[config.mk]
export PLATFORM = sky130hd
export DESIGN_NAME = avr_fetch_ctrl
export DESIGN_NICKNAME = d
export VERILOG_FILES = /design/src/rtl/avr_fetch_ctrl.sv
export SDC_FILE = /design/constraint.sdc
export NUM_CORES = 1
export LEC_CHECK = 0
export CAP_MARGIN = 15
export CORE_AREA = 2 2 136 138
export CTS_CLUSTER_DIAMETER = 80
export DETAILED_ROUTE_END_ITERATION = 6
export DIE_AREA = 0 0 138 140
export PLACE_DENSITY = 0.74
export SLEW_MARGIN = 20
export SYNTH_ARGS = -nofsm -noshare
export SYNTH_HDL_FRONTEND = slang
export SYNTH_SLANG_ARGS = --single-unit
[constraint.sdc]
create_clock -name clk -period 3.4 [get_ports clk]
set_clock_uncertainty 0.05 [all_clocks]
set_input_delay 0.34 -clock clk [delete_from_list [all_inputs] [get_ports clk]]
set_output_delay 0.34 -clock clk [all_outputs]
set_load 0.02 [all_outputs]
[src/rtl/avr_fetch_ctrl.sv]
`default_nettype none
// ============================================================================
// avr_fetch_ctrl : AVR fetch sequencer -- PC, two-word assembly, skid, skip, branch
// Rev 1.0
// ============================================================================
module avr_fetch_ctrl #(
  parameter int              PC_W      = 16,
  parameter logic [PC_W-1:0] RESET_VEC = '0
) (
  input  logic            clk,
  input  logic            rst_n,
  output logic [PC_W-1:0] pm_addr,
  output logic            pm_rd,
  input  logic [15:0]     pm_data,
  output logic [15:0]     instr,
  output logic [15:0]     instr_k,
  output logic [PC_W-1:0] instr_pc,
  output logic            instr_valid,
  input  logic            stall,
  input  logic            br_valid,
  input  logic [PC_W-1:0] br_target,
  input  logic            skip
);

  typedef enum logic [1:0] {
    FETCH    = 2'd0,
    WORD2    = 2'd1,
    REDIRECT = 2'd2
  } state_t;

  typedef struct packed {
    logic [15:0]     op;
    logic [15:0]     k;
    logic [PC_W-1:0] pc;
  } entry_t;

  state_t          r_state, w_state_n;
  logic [PC_W-1:0] r_pc;
  logic            r_run;
  logic            r_ret_v;
  logic [PC_W-1:0] r_ret_pc;
  logic [15:0]     r_op;
  logic [PC_W-1:0] r_op_pc;
  entry_t          r_q0, r_q1;
  logic [1:0]      r_occ;
  logic            r_skip_pend;

  logic            w_two_word;
  logic            w_live_c;
  entry_t          w_live;
  logic            w_head_v;
  entry_t          w_head;
  logic            w_pop;
  logic            w_xfer;
  entry_t          w_q0_n, w_q1_n;
  logic [1:0]      w_occ_tmp, w_occ_n;

  assign w_two_word = ((pm_data & 16'hFE0C) == 16'h940C) ||
                      ((pm_data & 16'hFC0F) == 16'h9000);

  // A returning word completes an instruction unless it is the opcode of a two-word op.
  assign w_live_c = r_ret_v && ((r_state == WORD2) || ((r_state == FETCH) && !w_two_word));
  assign w_live   = (r_state == WORD2) ? '{op: r_op,    k: pm_data, pc: r_op_pc}
                                       : '{op: pm_data, k: 16'h0,   pc: r_ret_pc};

  // Hold/skid entries are older than the live return, so they are presented first.
  assign w_head_v    = (r_occ != 2'd0) || w_live_c;
  assign w_head      = (r_occ != 2'd0) ? r_q0 : w_live;
  assign instr_valid = w_head_v && !r_skip_pend;
  assign w_pop       = w_head_v && (r_skip_pend || !stall);
  assign w_xfer      = instr_valid && !stall;

  assign instr    = instr_valid ? w_head.op : 16'h0;
  assign instr_k  = instr_valid ? w_head.k  : 16'h0;
  assign instr_pc = instr_valid ? w_head.pc : '0;

  always_comb begin
    w_q0_n    = r_q0;
    w_q1_n    = r_q1;
    w_occ_tmp = r_occ;
    if (w_pop && (r_occ != 2'd0)) begin
      w_q0_n    = r_q1;
      w_occ_tmp = r_occ - 2'd1;
    end
    w_occ_n = w_occ_tmp;
    if (w_live_c && !(w_pop && (r_occ == 2'd0))) begin
      if (w_occ_tmp == 2'd0) w_q0_n = w_live;
      else                   w_q1_n = w_live;
      w_occ_n = w_occ_tmp + 2'd1;
    end
  end

  // A read issued now returns next cycle, so only issue if that return will have a slot.
  assign pm_rd   = r_run && (w_occ_n <= 2'd1);
  assign pm_addr = r_pc;

  always_comb begin
    w_state_n = r_state;
    case (r_state)
      FETCH:    if (r_ret_v && w_two_word) w_state_n = WORD2;
      WORD2:    w_state_n = FETCH;
      REDIRECT: w_state_n = FETCH;
      default:  w_state_n = FETCH;
    endcase
    if (br_valid) w_state_n = REDIRECT;
  end

  always_ff @(posedge clk or negedge rst_n) begin
    if (!rst_n) r_state <= FETCH;
    else        r_state <= w_state_n;
  end

  always_ff @(posedge clk or negedge rst_n) begin
    if (!rst_n) begin
      r_pc        <= RESET_VEC;
      r_run       <= 1'b0;
      r_ret_v     <= 1'b0;
      r_ret_pc    <= '0;
      r_op        <= 16'h0;
      r_op_pc     <= '0;
      r_q0        <= '0;
      r_q1        <= '0;
      r_occ       <= 2'd0;
      r_skip_pend <= 1'b0;
    end else begin
      r_run <= 1'b1;
      if (r_ret_v && (r_state == FETCH) && w_two_word) begin
        r_op    <= pm_data;
        r_op_pc <= r_ret_pc;
      end
      if (br_valid) begin
        // Clearing r_ret_v acts as the flush tag for the read still in flight.
        r_pc        <= br_target;
        r_ret_v     <= 1'b0;
        r_occ       <= 2'd0;
        r_skip_pend <= 1'b0;
      end else begin
        r_ret_v <= pm_rd;
        if (pm_rd) begin
          r_ret_pc <= r_pc;
          r_pc     <= r_pc + PC_W'(1);
        end
        r_q0  <= w_q0_n;
        r_q1  <= w_q1_n;
        r_occ <= w_occ_n;
        if (w_xfer && skip)                r_skip_pend <= 1'b1;
        else if (w_head_v && r_skip_pend)  r_skip_pend <= 1'b0;
      end
    end
  end

endmodule
`default_nettype wire

==> flow_summary.json, run 1 <==
{
  "slowest_delay_ns": 0.58,
  "endpoint_kind": "primary output",
  "grt_usage_pct": 20.9,
  "io_pins": 103,
  "final_util_pct": 56.1,
  "p_switching_uw": 3080,
  "htreeDepth": 4,
  "clockBufferDepth": 2,
  "fmax_mhz": 308,
  "r2r.worst_path.cells": 12,
  "die_w_um": 138,
  "hold-path-cell-count": 3,
  "timing.final.crit_share_pct": 95.6,
  "ys_ff_latch": 167,
  "setup_viol": 0,
  "syn_nets": 804,
  "cp.arrival_ns": 2.86,
  "path_depth": 8,
  "synthAdderAreaFrac_pct": 0.474,
  "area_growth_pct": 26.1,
  "synth.top_cell.area_share_pct": 52.8,
  "rsz0062_at_grt": "no",
  "startpoint_type": "input pin",
  "cp_slowest_cell": "clkdlybuf4s50_1",
  "gp_congestion": 0.794,
  "synthCells": 764,
  "internal-power_uw": 5480,
  "numClockSinks": 167,
  "synth_edf_count": 0,
  "synth-seq-area-share_pct": 52.8,
  "worstMarginPinSlew_ns": 1.04,
  "cpLargestDelayFamily": "buffers and inverters",
  "synth_top_family_by_area": "compound AO/OA/AOI/OAI gates",
  "avgSynthCellArea_um2": 10.4,
  "total_power_uw": 8560,
  "crit_chain": "clkdlybuf4s50_1 > or4_4 > o21ai_4 > a21bo_2 > a21o_1 > buf_12 > a211oi_1 > clkdlybuf4s50_1",
  "cap_violations": 0,
  "core-area_um2": 17800,
  "dr.pass1.iters": 5,
  "clkSlewWorstSetupHoldPaths_ns": 0.07,
  "synthSimpleGateAreaFrac_pct": 13.5,
  "critPathMaxFanout": 37,
  "r2r_slack_ns": 0.46,
  "post-route-drc-count": 0,
  "floorplan.initialDensity_pct": 44.5,
  "slew_viol_final": 0,
  "fp-row-count": 49,
  "path_class": "in2out",
  "hold_path.class": "in2reg",
  "fillerInstances": 1536,
  "period_needed_ns": 3.25,
  "seq_power_share_pct": 34.4,
  "timing_hold_violations_final": 0,
  "via_per_inst": 5.67,
  "post-cts-setup-buffers": 0,
  "nNetsFinal": 901,
  "port_buffers": 102,
  "synthesis.area_um2": 7920,
  "wire_per_inst_um": 18.0,
  "netSwitchingFraction_pct": 36.0,
  "routed_wl_mm": 19.8,
  "drt_iter0_markers": 473,
  "clock_latency_ns": 0.43,
  "cts_tree": "yes",
  "path_common_cell": "clkdlybuf4s50_1",
  "pwr-share-clk_pct": 24.3,
  "dpl.cell_count": 1070,
  "comb_power_share_pct": 41.3,
  "num_vias": 6258,
  "overflow": 0,
  "path_buf_inv": 3,
  "fin_cells": 1103,
  "cp.required_ns": 3.01,
  "slew_headroom_pct": 30.5,
  "grt_pass1_vias": 6183,
  "ys_top_cells_by_area": "dfrtp_1 (53%), o221a_2 (6.8%), nand2_1 (6.4%), mux2_2 (5.8%), o21ai_0 (4.3%)",
  "antenna_found_initial": 0,
  "synth_flop_cell": "dfrtp_1",
  "synth_compound_area_share_pct": 18.3,
  "die_area_um2": 19300,
  "yosysTopAreaCell": "dfrtp_1",
  "drive_gt1_share_pct": 20.4,
  "synthMuxAreaShare_pct": 9.88,
  "synth_cell_types": 47,
  "p_per_area_nw_per_um2": 858,
  "vdd_ir_drop_max_mv": 0.754,
  "yosys_warnings": 0,
  "outcome": "completed",
  "timing.setup.tns_ns": 0,
  "drtAntennaViolNets": 0,
  "async_flop_share_pct": 100,
  "grt_start_max_net_pins": 93,
  "cts_root_buffer": "clkbuf_16",
  "grt_pass1_wl_mm": 32.5,
  "cts_buffers": 17,
  "yosys.area_share.xor_xnor_pct": 1.11,
  "p_leak_uw": 0.00404,
  "diodes": 0,
  "die_y_um": 140,
  "dp_hpwl_mm": 12.8
}
==> worst min-delay path, cell delays in order <==
cell and delay [ns]:
clkdlybuf4s50_1 0.40, nand2_1 0.06, o21ai_0 0.07
==> power groups by stage <==
stage,Combinational [uW],Sequential [uW],Clock [uW]
finish,3540,2940,2080
global route,3840,3010,2200
global placement,3470,2940,0
floorplan,2240,2880,0
detailed placement,3550,2960,0
CTS,3550,2930,2100
==> cell usage after synthesis (all sizes together) (9+ instances only) <==
cell and count:
nand3 10, a31oi 20, nor2 56, inv 13, clkbuf 44, a21oi 9, mux2 41, o21ai 69
a211oi 35, o221a 48, dfrtp 167, buf 16, mux2i 32, nand2 135, nor2b 16
==> layout make-up <==
class | count | area, um^2 | share of cell area [%]
sequential | 167 | 4180 | 41.9
multi-input combinational | 522 | 3460 | 34.6
timing repair buffer | 139 | 1370 | 13.7
clock buffer | 19 | 443 | 4.44
tap | 229 | 287 | 2.87
clock inverter | 13 | 194 | 1.94
inverter | 14 | 52.6 | 0.527
==> state kept, by name, summed over array words and instances, names as in the netlist <==
name and flops:
r_op_pc 16, r_occ 2, r_ret_v 1, r_run 1
r_skip_pend 1, r_state 2, r_q1 48, r_q0 48
r_ret_pc 16, r_op 16, pm_addr 16
==> cell families after synthesis <==
| family | after synthesis |
|---|---|
| AOI/OAI and AO/OA | 192 |
| xor gates and xnor gates | 10 |
| adders and majority gates | 3 |
| buffers and inverters | 75 |
| DFF | 167 |
| muxes | 73 |
| other | 1 |
| and+or+nand+nor | 243 |
==> final timing paths <==
| kind | end | startpoint |
|---|---|---|
| setup / recovery | instr_pc[15] | pm_data[3] |
| hold / removal | pm_addr[9] | br_target[9] |
| setup reg to reg | pm_addr[15] | r_occ[1] |
| hold reg to reg | r_q1[26] | r_q1[26] |
| max in group asynchronous | r_ret_pc[14] | rst_n |
| min in group asynchronous | r_q1[19] | rst_n |
==> placed cells by master (no fill, tap or decap), types with 2 or more instances in the layout <==
cell	synthesis	layout
a2111o_1	2	2
a2111oi_0	4	4
a211oi_1	34	34
a21oi_1	8	7
a31oi_1	20	20
and3_2	2	3
buf_12	0	5
buf_4	1	30
buf_6	1	2
bufinv_16	0	4
clkbuf_16	0	17
clkdlybuf4s50_1	0	100
clkinv_4	0	2
clkinvlp_4	0	3
dfrtp_1	167	167
ha_1	3	2
inv_1	12	12
inv_6	0	2
mux2_2	41	41
mux2i_1	32	32
nand2_1	135	135
nand3_1	9	9
nand4_1	5	5
nor2_1	56	56
nor2b_1	16	15
o21ai_0	68	68
o221a_2	48	48
or2_2	3	3
or3_1	8	7
xnor2_1	8	8
xor2_1	2	2
==> metal layers <==
metal	vias to the layer above	track usage, %	share of wire [%]
li1	2925	-	-
met1	3131	28.7	45
met2	174	33.7	48
met3	28	3.21	4.5
met4	0	8.32	1.9
met5	-	0	0
==> repair_timing <==
action / in CTS / in global routing
endpoints found under the setup margin: 1 / 20
hold buffers: 1 / 0
hold endpoints to repair: 72 / 0
gates resized for setup: 1 / 1
==> per-stage QoR <==
stage	hold slack (ns)	cell area, um^2	worst slack, ns
detailed placement	0.422	9330	0.0216
CTS	0.414	9980	0.113
finish	0.419	9980	0.150
global route	0.438	9980	0.0423
global placement	0.404	9330	0.0260
floorplan	-0.00559	7920	0.290
Note: power is estimated with default switching activity, not from simulation.
==> inputs of run 2 (changes only) <==
--- a/config.mk
+++ b/config.mk
@@ -8,10 +8,11 @@
 export CAP_MARGIN = 15
 export CORE_AREA = 2 2 136 138
 export CTS_CLUSTER_DIAMETER = 80
+export CTS_CLUSTER_SIZE = 10
 export DETAILED_ROUTE_END_ITERATION = 6
 export DIE_AREA = 0 0 138 140
-export PLACE_DENSITY = 0.74
-export SLEW_MARGIN = 20
+export PLACE_DENSITY = 0.77
+export SLEW_MARGIN = 40
 export SYNTH_ARGS = -nofsm -noshare
 export SYNTH_HDL_FRONTEND = slang
 export SYNTH_SLANG_ARGS = --single-unit
==> constraint.sdc (replaced) <==
create_clock -name clk -period 2.73 [get_ports clk]
set_clock_uncertainty 0.05 [all_clocks]
set_input_delay 0.273 -clock clk [delete_from_list [all_inputs] [get_ports clk]]
set_output_delay 0.273 -clock clk [all_outputs]
set_load 0.02 [all_outputs]
==> run 2 against run 1 <==
  * Non-clock buffer count up 32
  * Setup slack lost 0.098 ns
  * Core utilization grew 2.8 points
  * Critical path type unchanged
  * Via count is 2.7% higher
  * Critical endpoint is now instr_k[13]
  * Count of clock-buffer cells in the layout shrank 2
  * Final area is 5.0% higher
  * Critical path depth is the same
  * Clock power grew 35%
  * Power is 32% higher
  * Sequential cell count stayed put
  * First-iteration DRC count grew 0.63%
==> flow_summary.json, run 2 (same netlist as run 1, synthesis figures left out) <==
{
  "fmax_mhz": 373,
  "drt_iter0_markers": 476,
  "port_buffers": 102,
  "wire_per_inst_um": 18.2,
  "grt_pass1_wl_mm": 34.2,
  "floorplan.initialDensity_pct": 44.5,
  "cts_root_buffer": "clkbuf_16",
  "dp_hpwl_mm": 13.6,
  "cap_violations": 0,
  "rsz0062_at_grt": "yes",
  "dr.pass1.iters": 6,
  "largestRegisters": "r_q0 x48, r_q1 x48",
  "vdd_ir_drop_max_mv": 0.649,
  "drive_gt1_share_pct": 24.7,
  "via_per_inst": 5.66,
  "startpoint_type": "input pin",
  "slew_headroom_pct": 60.8,
  "nNetsFinal": 933,
  "num_vias": 6426,
  "final_util_pct": 59.0,
  "grt_start_max_net_pins": 63,
  "routed_wl_mm": 20.7,
  "cp.required_ns": 2.41,
  "io_pins": 103,
  "gr-max-usage-layer": "met2",
  "fp-row-count": 49,
  "htreeDepth": 4,
  "cp.arrival_ns": 2.36,
  "final_common_cell": "dfrtp_1",
  "setup_viol": 0,
  "numClockSinks": 167,
  "p_leak_uw": 0.00454,
  "post-route-drc-count": 0,
  "grt_pass1_vias": 6385,
  "antenna_found_initial": 0,
  "outcome": "completed",
  "cts_tree": "yes",
  "die_y_um": 140,
  "worstMarginPinSlew_ns": 0.589,
  "die_area_um2": 19300,
  "fillerInstances": 1457,
  "timing.setup.tns_ns": 0,
  "die_w_um": 138,
  "fin_cells": 1135,
  "groute.layer.met3.usage_pct": 3.90,
  "clock_latency_ns": 0.43,
  "core-area_um2": 17800,
  "overflow": 0,
  "dp_slack_ns": -0.375,
  "layout_setup_ws_ns": 0.0512,
  "met2_usage_pct": 35.1,
  "critPathMaxFanout": 27,
  "slew_viol_final": 0,
  "grt_util_met1_pct": 31.0,
  "endpoint_kind": "primary output",
  "cts_buffers": 17,
  "layout_common_cells": "dfrtp_1 (167), nand2_1 (135), o21ai_0 (66)",
  "drtAntennaViolNets": 0,
  "clockBufferDepth": 2,
  "dpl.cell_count": 1100,
  "period_needed_ns": 2.68,
  "timing.final.crit_share_pct": 98.1,
  "diodes": 0,
  "hold_path.class": "in2reg",
  "total_power_uw": 11300,
  "grt_usage_pct": 22.1,
  "p_per_area_nw_per_um2": 1080,
  "area_growth_pct": 32.4,
  "gp_congestion": 0.876,
  "path_class": "in2out",
  "timing_hold_violations_final": 0,
  "clkSlewWorstSetupHoldPaths_ns": 0.07
}
-- run 2: changes by cell type in the layout (fill, tap and decap cells not counted), moves of 3 or more --
cell	previous run	this run
mux2_2	41	32
dlygate4sd2_1	1	37
mux2_4	0	9
buf_12	5	14
clkdlybuf4s50_1	100	49
clkinvlp_4	3	0
buf_4	30	52
clkdlybuf4s15_1	0	8
inv_1	12	9
-- run 2: timing repair --
| action | 4_1_cts | 5_1_grt |
|---|---|---|
| endpoints found under the setup margin | 57 | 58 |
| hold endpoints to repair | 59 | 0 |
| setup buffers | 0 | 1 |
| pin swaps | 0 | 6 |
| resized for setup | 60 | 28 |
| hold buffers | 1 | 0 |
| cloned | 1 | 0 |
-- run 2: worst max-delay path, cell delays in order --
cell             delay, ns
clkdlybuf4s50_1       0.43
or4_4                 0.50
o21ai_4               0.21
a21bo_2               0.18
a21o_4                0.16
buf_12                0.18
nor2_1                0.08
dlygate4sd2_1         0.34
-- run 2: routing by layer --
layer	part of all wire [%]	up-vias
li1	-	3003
met1	46	3227
met2	48	169
met3	4.1	27
met4	2.0	0
met5	0	-
-- run 2: cell type report --
type / count / area (um^2) / share of cell area (%)
tap: 229 / 287 / 2.73
clock inverter: 15 / 263 / 2.51
clock buffer: 17 / 425 / 4.06
inverter: 14 / 55.1 / 0.525
multi-input combinational: 522 / 3570 / 34.0
sequential: 167 / 4180 / 39.9
timing repair buffer: 171 / 1710 / 16.3
-- run 2: stage by stage --
step | instance area (um^2) | hold WS [ns]
6_report | 10500 | 0.263
5_1_grt | 10500 | 0.275
4_1_cts | 10500 | 0.346
3_5_place_dp | 9750 | 0.244
3_3_place_gp | 9750 | 0.245
2_1_floorplan | 8010 | -0.0726
-- run 2: where the power goes --
| part | internal (uW) | switching (uW) |
|---|---|---|
| Combinational | 2260 | 2550 |
| Clock | 1750 | 1050 |
| Sequential | 3200 | 486 |
| Total | 7200 | 4080 |
-- run 2: path summary, 6_finish.rpt --
check | cells after the start | slack, ns | startpoint | to
worst min register to register | 1 | 0.42 | r_op[12] | r_op[12]
max in group asynchronous | 3 | 1.48 | rst_n | r_q1[4]
worst min-delay path | 4 | 0.26 | pm_data[10] | r_op[3]
min in group asynchronous | 2 | 0.34 | rst_n | r_q0[22]
worst max register to register | 13 | 0.11 | r_occ[1] | r_ret_pc[15]
worst max-delay path | 8 | 0.05 | pm_data[1] | instr_k[13]
==> inputs of run 3 (changes only) <==
--- a/config.mk
+++ b/config.mk
@@ -6,11 +6,11 @@
 export NUM_CORES = 1
 export LEC_CHECK = 0
 export CAP_MARGIN = 15
-export CORE_AREA = 2 2 136 138
+export CORE_AREA = 10 10 144 146
 export CTS_CLUSTER_DIAMETER = 80
 export CTS_CLUSTER_SIZE = 10
 export DETAILED_ROUTE_END_ITERATION = 6
-export DIE_AREA = 0 0 138 140
+export DIE_AREA = 0 0 154 156
 export PLACE_DENSITY = 0.77
 export SLEW_MARGIN = 40
 export SYNTH_ARGS = -nofsm -noshare
==> run 3 against run 2 <==
  * Non-clock buffer count is 2 higher
  * Final cell count hardly changed
  * Power is 2.4% lower
  * Register-to-register slack worse by 0.04 ns
  * Fmax is 0.67% higher
  * Count of clock-buffer cells in the layout is 2 higher
  * Routed wire length is 6.0% higher
  * First-iteration DRC count is 17% higher
  * Largest power group unchanged
==> flow_summary.json, run 3 (same netlist as run 1, synthesis figures left out) <==
{
  "outcome": "completed",
  "final_util_pct": 57.6,
  "period_needed_ns": 2.66,
  "dp_hpwl_mm": 14.2,
  "clockBufferDepth": 2,
  "diodes": 0,
  "worstMarginPinSlew_ns": 0.679,
  "cap_violations": 0,
  "slew_viol_final": 0,
  "clock_latency_ns": 0.43,
  "num_vias": 6438,
  "overflow": 0,
  "die_area_um2": 24000,
  "layout_common_cells": "dfrtp_1 (167), nand2_1 (135), o21ai_0 (66)",
  "p_leak_uw": 0.00440,
  "vdd_ir_drop_max_mv": 0.634,
  "critPathMaxFanout": 3,
  "port_buffers": 102,
  "nNetsFinal": 935,
  "numClockSinks": 167,
  "multi_input_area_um2": 3580,
  "setup_viol": 0,
  "slew_headroom_pct": 54.7,
  "antenna_found_initial": 0,
  "htreeDepth": 4,
  "dr.pass1.iters": 5,
  "timing.setup.tns_ns": 0,
  "final_area_um2": 10300,
  "path_class": "reg2out",
  "drtAntennaViolNets": 0,
  "rsz0062_at_grt": "yes",
  "cp.required_ns": 2.41,
  "fillerInstances": 1458,
  "cts_buffers": 17,
  "core-area_um2": 17800,
  "grt_pass1_wl_mm": 34.7,
  "cts_root_buffer": "clkbuf_16",
  "routed_wl_mm": 21.9,
  "grt_pass1_vias": 6489,
  "die_y_um": 156,
  "post-route-drc-count": 0,
  "final_common_cell": "dfrtp_1",
  "io_pins": 103,
  "endpoint_kind": "primary output",
  "hold_slack_ns": 0.355,
  "crit_chain": "inv_2 > ha_4 > or2_4 > o21ai_4 > inv_4 > ha_4 > inv_4 > a211oi_4 > a211o_2 > inv_2 > buf_6",
  "timing.final.crit_share_pct": 97.5,
  "regArea_um2": 4180,
  "wire_per_inst_um": 19.3,
  "largestRegisters": "r_q0 x48, r_q1 x48",
  "r2r_slack_ns": 0.07,
  "fp-row-count": 49,
  "drt_iter0_markers": 557,
  "p_per_area_nw_per_um2": 1070,
  "cp.arrival_ns": 2.34,
  "timing_hold_violations_final": 0,
  "grt_usage_pct": 17.6,
  "drive_gt1_share_pct": 28.7,
  "postPlaceCellArea_um2": 9690,
  "area_growth_pct": 29.8,
  "slowest_delay_ns": 0.36,
  "startpoint_type": "flip-flop",
  "cp_slowest_cell": "dfrtp_1",
  "gp_congestion": 0.843,
  "fmax_mhz": 376,
  "floorplan.initialDensity_pct": 44.4,
  "grt_start_max_net_pins": 71,
  "clkSlewWorstSetupHoldPaths_ns": 0.06,
  "die_w_um": 154,
  "hold_path.class": "in2reg",
  "cts_tree": "yes",
  "via_per_inst": 5.67
}
run 3: what timing repair did:
| item | 4_1_cts | 5_1_grt |
|---|---|---|
| cloned | 1 | 0 |
| gates resized for setup | 72 | 128 |
| pin swaps | 1 | 9 |
| endpoints found under the hold margin | 65 | 0 |
| setup buffers | 0 | 5 |
| hold buffers | 1 | 0 |
| endpoints found under the setup margin | 57 | 57 |
run 3: report_power, final:
group | switching (uW) | internal (uW)
sequential | 513 | 3200
combinational | 2600 | 2270
clock | 979 | 1460
run 3: layout make-up:
| cell class | instances | share of cell area, % |
|---|---|---|
| Multi-Input combinational cell | 522 | 34.9 |
| Clock buffer | 19 | 4.31 |
| Clock inverter | 12 | 1.45 |
| Timing Repair Buffer | 173 | 15.4 |
| Tap cell | 229 | 2.79 |
| Inverter | 14 | 0.560 |
| Sequential cell | 167 | 40.7 |
run 3: stage by stage:
step	power, uW	cells	worst slack [ns]
finish	11000	1136	0.0692
CTS	10900	1131	0.00617
global placement	8350	1098	-0.312
floorplan	6560	764	-0.0103
global route	11600	1136	-0.0911
detailed placement	8480	1098	-0.348
run 3: layer usage:
layer	part of all wire [%]	global-route usage, %
met1	43	22.3
met2	50	29.4
met3	5.1	3.72
met4	1.3	5.71
met5	0	0
run 3: worst max-delay path, delay by kind of cell, from the launching register on:
family,cells,cell delay (ns)
compound gates,3,0.57
fa+ha+maj,2,0.43
buf+inv,5,0.30
flops,1,0.36
simple gates,1,0.27
run 3: final timing paths:
| check | cells after the start | to | from |
|---|---|---|---|
| max in group asynchronous | 3 | r_q0[0] | rst_n |
| worst min-delay path | 3 | pm_addr[14] | br_target[14] |
| worst max register to register | 12 | pm_addr[14] | r_occ[1] |
| worst max-delay path | 11 | pm_rd | r_occ[1] |
| worst min register to register | 1 | r_op[12] | r_op[12] |
| min in group asynchronous | 2 | r_q0[24] | rst_n |
